<file path="config.mk">
export PLATFORM = sky130hd
export DESIGN_NAME = rob_alloc_ptr_flat
export DESIGN_NICKNAME = d
export VERILOG_FILES = /design/src/rtl/rob_alloc_ptr_pkg.sv /design/src/rtl/rob_alloc_ptr_if.sv /design/src/rtl/rob_alloc_ptr_prefix_popcnt.sv /design/src/rtl/rob_alloc_ptr.sv /design/src/flat_wrapper.sv
export SDC_FILE = /design/constraint.sdc
export NUM_CORES = 1
export LEC_CHECK = 0
export ABC_AREA = 1
export CORE_UTILIZATION = 30
export CTS_BUF_LIST = sky130_fd_sc_hd__clkbuf_4
export CTS_CLUSTER_DIAMETER = 120
export CTS_CLUSTER_SIZE = 30
export DETAILED_ROUTE_END_ITERATION = 8
export PLACE_DENSITY = 0.61
export SYNTH_ARGS = -nofsm -noshare
export SYNTH_HDL_FRONTEND = slang
export SYNTH_SLANG_ARGS = --single-unit
</file>
<file path="constraint.sdc">
create_clock -name clk -period 5.4 [get_ports clk]
set_input_delay 0.54 -clock clk [delete_from_list [all_inputs] [get_ports clk]]
set_output_delay 0.54 -clock clk [all_outputs]
set_load 0.005 [all_outputs]
</file>
<file path="src/rtl/rob_alloc_ptr_pkg.sv">
// Shared ROB sizing constants and pointer types for the allocation unit and the ROB.
// Pointers carry an extra wrap bit above the index so full and empty stay distinct.
package rob_alloc_ptr_pkg;

   localparam int ISSUE_WIDTH_MAX = 2;
   localparam int ROB_MAX_RETIRE  = 2;
   localparam int ROB_SIZE        = 32;
   localparam int ROB_SIZE_CLOG   = 5;

   localparam int ISS_CNT_W   = $clog2(ISSUE_WIDTH_MAX + 1);
   localparam int RET_CNT_W   = $clog2(ROB_MAX_RETIRE + 1);
   localparam int FULL_THRESH = ROB_SIZE - ISSUE_WIDTH_MAX;

   typedef logic [ROB_SIZE_CLOG:0]   rob_ptr_t;
   typedef logic [ROB_SIZE_CLOG-1:0] rob_id_t;
   typedef logic [ROB_SIZE_CLOG:0]   rob_cnt_t;

   function automatic rob_id_t ptr_idx(input rob_ptr_t p);
      return p[ROB_SIZE_CLOG-1:0];
   endfunction

endpackage

</file>
<file path="src/rtl/rob_alloc_ptr_if.sv">
// ID-stage allocation bundle between the decode/rename side and the ROB pointer unit.
// Requests flow in on master outputs; IDs, pointers and status flow back on slave outputs.
interface rob_alloc_ptr_if;
   import rob_alloc_ptr_pkg::*;

   logic    [ISSUE_WIDTH_MAX-1:0]          instr_val_id;
   logic    [ROB_MAX_RETIRE-1:0]           val_ret;
   logic                                   branch_clear_id;
   rob_id_t                                mispredict_tag_id;
   rob_id_t                                rob_is_ptr;
   rob_id_t                                rob_is_ptr_p1;
   rob_id_t [ISSUE_WIDTH_MAX-1:0]          robid_is;
   logic    [ISSUE_WIDTH_MAX-1:0]          alloc_id;
   rob_id_t                                rob_ret_ptr;
   rob_cnt_t                               rob_count;
   logic                                   rob_full;
   logic                                   rob_empty;
   logic                                   rob_err;

   modport master (
      output instr_val_id, val_ret, branch_clear_id, mispredict_tag_id,
      input  rob_is_ptr, rob_is_ptr_p1, robid_is, alloc_id,
      input  rob_ret_ptr, rob_count, rob_full, rob_empty, rob_err
   );

   modport slave (
      input  instr_val_id, val_ret, branch_clear_id, mispredict_tag_id,
      output rob_is_ptr, rob_is_ptr_p1, robid_is, alloc_id,
      output rob_ret_ptr, rob_count, rob_full, rob_empty, rob_err
   );

endinterface

</file>
<file path="src/rtl/rob_alloc_ptr_prefix_popcnt.sv">
// Exclusive prefix popcount per bit plus total; purely combinational, no backpressure.
module prefix_popcnt #(
   parameter int WIDTH = 2,
   parameter int CNT_W = $clog2(WIDTH + 1)
) (
   input  logic [WIDTH-1:0]            vec,
   output logic [WIDTH-1:0][CNT_W-1:0] pre,
   output logic [CNT_W-1:0]            total
);

   logic [CNT_W-1:0] acc;

   always_comb begin
      acc = '0;
      pre = '0;
      for (int i = 0; i < WIDTH; i++) begin
         pre[i] = acc;
         acc    = acc + CNT_W'(vec[i]);
      end
      total = acc;
   end

endmodule

</file>
<file path="src/rtl/rob_alloc_ptr.sv">
// ROB head/tail/occupancy tracker: IDs and alloc grants are combinational, state updates next clk.
// Backpressure: whole-group allocation refused while fewer than ISSUE_WIDTH_MAX entries are free or on flush.
module rob_alloc_ptr
   import rob_alloc_ptr_pkg::*;
(
   input  logic            clk,
   input  logic            rst_n,
   rob_alloc_ptr_if.slave  rob
);

   rob_ptr_t head_q, head_d;
   rob_ptr_t tail_q, tail_d;
   rob_cnt_t count_q, count_d;
   logic     err_q, err_d;

   logic [ISSUE_WIDTH_MAX-1:0][ISS_CNT_W-1:0] iss_pre;
   logic [ISS_CNT_W-1:0]                      iss_total;
   logic [ROB_MAX_RETIRE-1:0][RET_CNT_W-1:0]  ret_pre;
   logic [RET_CNT_W-1:0]                      ret_total;

   logic                 full;
   logic                 alloc_ok;
   logic [ISS_CNT_W-1:0] alloc_cnt;
   logic                 ret_contig;
   logic                 ret_ok;
   logic [RET_CNT_W-1:0] ret_eff;
   rob_cnt_t             keep;
   logic                 flush_bad;

   prefix_popcnt #(.WIDTH(ISSUE_WIDTH_MAX), .CNT_W(ISS_CNT_W)) u_iss_cnt (
      .vec   (rob.instr_val_id),
      .pre   (iss_pre),
      .total (iss_total)
   );

   prefix_popcnt #(.WIDTH(ROB_MAX_RETIRE), .CNT_W(RET_CNT_W)) u_ret_cnt (
      .vec   (rob.val_ret),
      .pre   (ret_pre),
      .total (ret_total)
   );

   assign full      = count_q > rob_cnt_t'(FULL_THRESH);
   assign alloc_ok  = !full && !rob.branch_clear_id;
   assign alloc_cnt = alloc_ok ? iss_total : '0;

   // A set retire bit is contiguous only if every lower bit is set too.
   always_comb begin
      ret_contig = 1'b1;
      for (int i = 0; i < ROB_MAX_RETIRE; i++) begin
         if (rob.val_ret[i] && (ret_pre[i] != RET_CNT_W'(i))) ret_contig = 1'b0;
      end
   end

   assign ret_ok    = ret_contig && (rob_cnt_t'(ret_total) <= count_q);
   assign ret_eff   = ret_ok ? ret_total : '0;
   assign keep      = rob_cnt_t'(rob_id_t'(rob.mispredict_tag_id - ptr_idx(head_q))) + rob_cnt_t'(1);
   assign flush_bad = rob.branch_clear_id && (keep > count_q);

   always_comb begin
      head_d  = head_q;
      tail_d  = tail_q;
      count_d = count_q;
      err_d   = err_q | ~ret_ok | flush_bad;
      if (rob.branch_clear_id) begin
         if (!flush_bad) begin
            head_d  = head_q + rob_ptr_t'(ret_eff);
            tail_d  = head_q + rob_ptr_t'(keep);
            count_d = keep - rob_cnt_t'(ret_eff);
         end
      end else begin
         head_d  = head_q + rob_ptr_t'(ret_eff);
         tail_d  = tail_q + rob_ptr_t'(alloc_cnt);
         count_d = count_q + rob_cnt_t'(alloc_cnt) - rob_cnt_t'(ret_eff);
      end
   end

   always_ff @(posedge clk or negedge rst_n) begin
      if (!rst_n) begin
         head_q  <= '0;
         tail_q  <= '0;
         count_q <= '0;
         err_q   <= 1'b0;
      end else begin
         head_q  <= head_d;
         tail_q  <= tail_d;
         count_q <= count_d;
         err_q   <= err_d;
      end
   end

   // Slot IDs are compacted over valid requests, independent of the grant.
   always_comb begin
      rob.robid_is = '0;
      for (int i = 0; i < ISSUE_WIDTH_MAX; i++) begin
         rob.robid_is[i] = ptr_idx(tail_q) + rob_id_t'(iss_pre[i]);
      end
   end

   assign rob.alloc_id      = rob.instr_val_id & {ISSUE_WIDTH_MAX{alloc_ok}};
   assign rob.rob_is_ptr    = ptr_idx(tail_q);
   assign rob.rob_is_ptr_p1 = ptr_idx(tail_q) + rob_id_t'(1);
   assign rob.rob_ret_ptr   = ptr_idx(head_q);
   assign rob.rob_count     = count_q;
   assign rob.rob_full      = full;
   assign rob.rob_empty     = (count_q == '0);
   assign rob.rob_err       = err_q;

endmodule

</file>
<file path="src/flat_wrapper.sv">
// flat-port wrapper written by rule: the top's interface ports become plain ports
module rob_alloc_ptr_flat import rob_alloc_ptr_pkg::*;
  (clk, rst_n, rob_instr_val_id, rob_val_ret, rob_branch_clear_id, rob_mispredict_tag_id, rob_rob_is_ptr, rob_rob_is_ptr_p1, rob_robid_is, rob_alloc_id, rob_rob_ret_ptr, rob_rob_count, rob_rob_full, rob_rob_empty, rob_rob_err);
  rob_alloc_ptr_if rob_i ();
  input  logic clk;
  input  logic rst_n;
  input wire logic [$bits(rob_i.instr_val_id)-1:0] rob_instr_val_id;
  input wire logic [$bits(rob_i.val_ret)-1:0] rob_val_ret;
  input wire logic [$bits(rob_i.branch_clear_id)-1:0] rob_branch_clear_id;
  input wire logic [$bits(rob_i.mispredict_tag_id)-1:0] rob_mispredict_tag_id;
  output wire logic [$bits(rob_i.rob_is_ptr)-1:0] rob_rob_is_ptr;
  output wire logic [$bits(rob_i.rob_is_ptr_p1)-1:0] rob_rob_is_ptr_p1;
  output wire logic [$bits(rob_i.robid_is)-1:0] rob_robid_is;
  output wire logic [$bits(rob_i.alloc_id)-1:0] rob_alloc_id;
  output wire logic [$bits(rob_i.rob_ret_ptr)-1:0] rob_rob_ret_ptr;
  output wire logic [$bits(rob_i.rob_count)-1:0] rob_rob_count;
  output wire logic [$bits(rob_i.rob_full)-1:0] rob_rob_full;
  output wire logic [$bits(rob_i.rob_empty)-1:0] rob_rob_empty;
  output wire logic [$bits(rob_i.rob_err)-1:0] rob_rob_err;
  assign rob_i.instr_val_id = rob_instr_val_id;
  assign rob_i.val_ret = rob_val_ret;
  assign rob_i.branch_clear_id = rob_branch_clear_id;
  assign rob_i.mispredict_tag_id = rob_mispredict_tag_id;
  assign rob_rob_is_ptr = rob_i.rob_is_ptr;
  assign rob_rob_is_ptr_p1 = rob_i.rob_is_ptr_p1;
  assign rob_robid_is = rob_i.robid_is;
  assign rob_alloc_id = rob_i.alloc_id;
  assign rob_rob_ret_ptr = rob_i.rob_ret_ptr;
  assign rob_rob_count = rob_i.rob_count;
  assign rob_rob_full = rob_i.rob_full;
  assign rob_rob_empty = rob_i.rob_empty;
  assign rob_rob_err = rob_i.rob_err;
  rob_alloc_ptr u_core (.clk(clk), .rst_n(rst_n), .rob(rob_i));
endmodule
</file>
## Yosys cells after proc, flatten, opt, wreduce, memory -nomap -nowiden

Index checks and enable logic that the tools add are counted.

| storage, ports and cells | value |
|---|---|
| output and inout port bits | 36 |
| logic and storage cells | 41 |
| register bits after elaboration | 19 |

| operators by class | value |
|---|---|
| multiplexer cells | 9 |
| equal/unequal tests | 1 |
| bitwise logic cells | 5 |
| order comparisons | 3 |
| reductions and logical operators | 7 |
| add/sub/neg operators | 12 |

Operators by type and width:

| operator | number |
|---|---|
| two-way mux 6 bit | 6 |
| adder 6 x 2 -> 6 bit | 3 |
| subtractor 6 x 2 -> 6 bit | 2 |
| adder 5 x 1 -> 6 bit, second input constant | 1 |
| adder 6 bit | 1 |
| > comparator 6 x 5 -> 1 bit, second input constant | 1 |
| > comparator 6 bit | 1 |
| <= comparator 2 x 6 -> 1 bit | 1 |
| zero test 6 bit | 1 |
| adder 5 x 1 -> 5 bit | 1 |
| adder 5 x 1 -> 5 bit, second input constant | 1 |
| subtractor 5 bit | 1 |
| adder 1 x 1 -> 2 bit | 2 |
| logical AND 1 bit | 4 |
| two-way mux 2 bit | 2 |
| bitwise AND 2 bit | 1 |
| zero test 1 bit | 2 |
| != test 2 bit, second input constant | 1 |
| inverter 1 bit | 2 |
| OR 1 bit | 2 |
| two-way mux 1 bit | 1 |

## Depth between registers and ports, before layout

| logic depth | value |
|---|---|
| word-level depth | 8 |
| mapped depth | 22 |

## By module

Synthesis repeated with hierarchy kept, for this count alone.

| unflattened totals | value |
|---|---|
| cells, all modules | 333 |
| area total of the unflattened synthesis | 2399.8 um^2 |

By module, submodules not included:

| module | area each (um^2) | cells an instance | instances |
|---|---|---|---|
| rob_alloc_ptr | 2307.2 | 321 | 1 |
| prefix_popcnt | 46.3 | 6 | 2 |

## Worst setup path after synthesis

OpenSTA, ideal clock, no wires.

| timing | value |
|---|---|
| path kind | input -> register |
| start | input port rob_val_ret[0] |
| end | register u_core.count_q[4], in the netlist u_core.rob.rob_count[4] |
| cell stages on the path | 19 |
| arrival | 3.070 ns |
| setup slack | 2.253 ns |
| library setup time | 0.077 ns |
| data required time | 5.323 ns |
| cell sequence | ha_1 > ha_1 > nand2_1 > inv_1 > nor2_1 > nor2_1 > a21oi_1 > nand2_1 > inv_1 > fa_1 > inv_1 > fa_1 > nand2_1 > a21oi_1 > nor2_1 > o21ai_0 > o21ai_0 > inv_1 > a21oi_1 |

| between the ends | value |
|---|---|
| longest elaborated chain between the ends | 8 |

Ends and longest elaborated chain:

| element | line | RTL |
|---|---|---|
| start: declaration | flat_wrapper.sv:8 | `input wire logic [$bits(rob_i.val_ret)-1:0] rob_val_ret;` |
| parallel branches: the longest is 4 deep, another holds <= comparator 2 x 6 -> 1 bit | -- |  |
| two-way mux 2 bit (*) | rob_alloc_ptr.sv:55 | `assign ret_eff = ret_ok ? ret_total : '0;` |
| subtractor 6 x 2 -> 6 bit | rob_alloc_ptr.sv:68 | `count_d = keep - rob_cnt_t'(ret_eff);` |
| two-way mux 6 bit | rob_alloc_ptr.sv:65 | `if (!flush_bad) begin` |
| two-way mux 6 bit (*) | rob_alloc_ptr.sv:64 | `if (rob.branch_clear_id) begin` |
| end signal: assignment | rob_alloc_ptr.sv:86 | `count_q <= count_d;` |
| end: declaration | rob_alloc_ptr.sv:13 | `rob_cnt_t count_q, count_d;` |

Mark *: on every way between the ends. The select of a mux whose other input is x is not followed.
A chain may end at the register's enable or synchronous reset.

## Worst setup path after layout

| timing | value |
|---|---|
| start | input port rob_mispredict_tag_id[0] |
| end | register u_core.head_q[4] |

| between the ends | value |
|---|---|
| longest elaborated chain between the ends | 5 |

Ends and longest elaborated chain:

| element | line | RTL |
|---|---|---|
| start: declaration | flat_wrapper.sv:10 | `input wire logic [$bits(rob_i.mispredict_tag_id)-1:0] rob_mispredict_tag_id;` |
| subtractor 5 bit | rob_alloc_ptr.sv:56 | `assign keep = rob_cnt_t'(rob_id_t'(rob.mispredict_tag_id - ptr_idx(head_q))) + rob_cnt_t'(1);` |
| adder 5 x 1 -> 6 bit | rob_alloc_ptr.sv:56 |  |
| > comparator 6 bit | rob_alloc_ptr.sv:57 | `assign flush_bad = rob.branch_clear_id && (keep > count_q);` |
| logical AND 1 bit | rob_alloc_ptr.sv:57 |  |
| != test 2 bit (no source line) | -- |  |
| end signal: assignment | rob_alloc_ptr.sv:79 | `head_q <= '0;` |
| end signal: assignment | rob_alloc_ptr.sv:84 | `head_q <= head_d;` |
| end: declaration | rob_alloc_ptr.sv:11 | `rob_ptr_t head_q, head_d;` |

Every way passes these cells.

==> metrics.cfg <==
[drt]
wl_per_cell_um = 11.7
drt_wl_total_um = 5220
firstDrtPassIters = 4
drtIter0Drc = 80
vias = 2027
drc = 0
vias_per_cell = 4.56
postRouteAntennaNets = 0

[timing]
fin_tns_setup_ps = 0
min_period_over_period_pct = 69.2
report.final.slew_viol_count = 0
fin_crit_ps = 3740
max_freq_mhz = 268
rsz0062_at_grt = false
hold_viol_final = 0
setup_viol = 0
relSlewSlack_pct = 45.0
fin_ws_ps = 1660
worst_pin_slew_ps = 822
finalClockSkew_ps = 9.28

[final_layout]
layout_common_cells = nand2_1 (56), inv_1 (56), clkdlybuf4s50_1 (47), ha_1 (38)
num_antenna_cells = 0
final_nets = 404
post_route_cells_drive_above_1_share_pct = 4.34
syn2layout_area_growth_pct = 24.7

[worst_setup_path]
worstPathArrival_ps = 3980
startpoint_type = primary input
regToRegSetupSlack_ps = 1890
worstPathMaxFanout = 27
crit_path_cell_trace = clkdlybuf4s50_1 > inv_1 > ha_1 > inv_1 > fa_1 > ha_1 > nand3_1 > inv_1 > nand2_1 > nand2_1 > nand2_2 > inv_1 > ha_1 > nand2_1 > inv_1 > nand3_1 > inv_1 > a31oi_1 > nand2_2 > nand2_1 > nor3_1 > xor2_1
slowest_delay_ps = 480
r2r-start = u_core.head_q[0]$_DFFE_PN0P_
crit_slowest_cell = clkdlybuf4s50_1
reg2reg_to = u_core.head_q[4]$_DFFE_PN0P_
cp_num_buf_inv = 7
critPathCaptureType = register
cp.required_ps = 5640
reg2reg_depth = 20
path_common_cell = inv_1
path_delay_family = simple AND/OR/NAND/NOR gates
criticalPathCategory = in2reg

[die]
die_y_um = 88.0
design.core.area_um2 = 7210
fp.dieW_um = 88.0
io_pins = 48
initial_core_util_pct = 30.8
rows = 31
dieArea_um2 = 7750

[synth]
ys_ff_latch = 17
syn_nets = 362
avgSynthCellArea_um2 = 7.28
synth_ff_type = dfrtp_1
synth_edf_count = 0
yosys.cell_types.count = 32
yosysWarnings = 0
seq_area_frac_synth_pct = 19.2
synth.cell_area_um2 = 2220
syn_inst = 305
synthArstFlopShare_pct = 100

[global_route]
met3_usage_pct = 2.07
grt_overflow_total = 0
grt.busiest_layer = met2
antenna_found_initial = 0
grt_pass1_vias = 1901
grt_max_degree = 28
grt_first_pass_wirelength_um = 8740
grt_use_total_pct = 14.3
grt_use_met1_pct = 19.5
met2_usage_pct = 24.2

[min_path]
holdPathEnd = u_core.rob.rob_err$_DFF_PN0_
worstHoldPathCells = 2
hp-start = u_core.rob.rob_err$_DFF_PN0_
min_path_type = reg2reg

[clock_tree]
hold_buffers = 0
cts_made_buffers = 3
cts_tree = done
path_clk_slew_ps = 110
clock_latency_ps = 310
cts-root-buf = clkbuf_4
cts.path.max_buffers = 2
post-cts-setup-buffer-count = 0
cts_resized = 0
htree_levels = 1
clock_sinks = 17

[outcome]
status = complete, no violations

[placed_design]
io_buffers = 47
dp_hpwl_um = 4320
pre_cts_ws_ps = 1320
gp_congestion = 0.877

[power]
pwr_density_cell_nw_per_um2 = 747
peakVddDrop_mv = 0.338
p_total_uw = 2070
leakagePower_uw = 0.00141

[run]
cap_violations = 0

## power breakdown
group | total (µW) | internal [µW] | switching (µW)
logic | 1690 | 791 | 900
registers | 304 | 201 | 102
clock network | 75.9 | 27.7 | 48.2
## synth_stat cells (2+ instances only)
library cell  instances  area share [%]
nor3_1                3            0.68
nand2_1              56             9.5
o21ai_0              11             2.5
ha_1                 38              21
dfrtp_1              17              19
buf_2                 2            0.45
xnor2_1               4             1.6
o211ai_1              4             1.4
nor2_1               23             3.9
xor2_1               11             4.3
inv_1                56             9.5
a21oi_1              23             5.2
a31oi_1               7             2.0
fa_1                  7             6.3
nand3_1              18             4.1
nand2_2               4             1.1
buf_4                 5             1.7
nand4_1               2            0.56
## sequential cells by signal, summed over array words and instances (netlist names)
register	flops
u_core.head_q	5
u_core.tail_q	5
u_core.rob.rob_err	1
u_core.rob.rob_count	6
## worst register-to-register path: cells and delay by family (launching register included)
| kind | cells | cell delay [ps] |
|---|---|---|
| simple gates | 9 | 1230 |
| xor+xnor | 1 | 160 |
| fa+ha+maj | 4 | 1160 |
| flops | 1 | 470 |
| buf+inv | 5 | 340 |
| compound gates | 1 | 100 |
## stage by stage
| stage | instance area, µm² | std cells | util (%) | hold slack, ps |
|---|---|---|---|---|
| finish | 2770 | 445 | 38.4 | 479 |
| CTS | 2770 | 445 | 38.4 | 491 |
| floorplan | 2220 | 305 | - | 244 |
| global placement | 2740 | 441 | 38.0 | 456 |
| detailed placement | 2740 | 441 | 38.0 | 464 |
| global route | 2770 | 445 | 38.4 | 518 |
## cells by family after synthesis
| kind of cell | after synthesis | synth area share [%] |
|---|---|---|
| XOR/XNOR | 15 | 5.92 |
| adder cells (fa/ha/maj) | 45 | 27.7 |
| buffers and inverters | 67 | 12.9 |
| multiplexers | 1 | 0.507 |
| AND/OR/NAND/NOR | 111 | 21.4 |
| flip-flops | 17 | 19.2 |
| AO/OA/AOI/OAI | 49 | 12.5 |
## worst max path at each step
| stage | start | to | slack (ps) | cells past startpoint |
|---|---|---|---|---|
| final | rob_mispredict_tag_id[0] | u_core.head_q[4]$_DFFE_PN0P_ | 1660 | 22 |
| after global routing | rob_mispredict_tag_id[0] | u_core.head_q[4]$_DFFE_PN0P_ | 1370 | 22 |
| after CTS | rob_mispredict_tag_id[0] | u_core.head_q[4]$_DFFE_PN0P_ | 1650 | 22 |
| after detailed placement | rob_mispredict_tag_id[0] | u_core.head_q[4]$_DFFE_PN0P_ | 1320 | 22 |
| after global placement | rob_mispredict_tag_id[0] | u_core.head_q[4]$_DFFE_PN0P_ | 1440 | 22 |
| after floorplan | rob_val_ret[0] | u_core.rob.rob_count[4]$_DFFE_PN0P_ | 2250 | 19 |
## layout make-up
class | count | area, µm²
fill | 780 | 4440
multi-input combinational | 221 | 1510
timing repair buffer | 47 | 470
sequential | 17 | 425
inverter | 57 | 214
tap | 99 | 124
clock buffer | 3 | 22.5
clock inverter | 1 | 5.00
## layer usage
metal,vias up,routed length (µm)
met1,922,2560
met5,-,0
li1,1061,-
met2,40,2380
met4,0,43
met3,4,238
(Power assumes the default switching activity.)
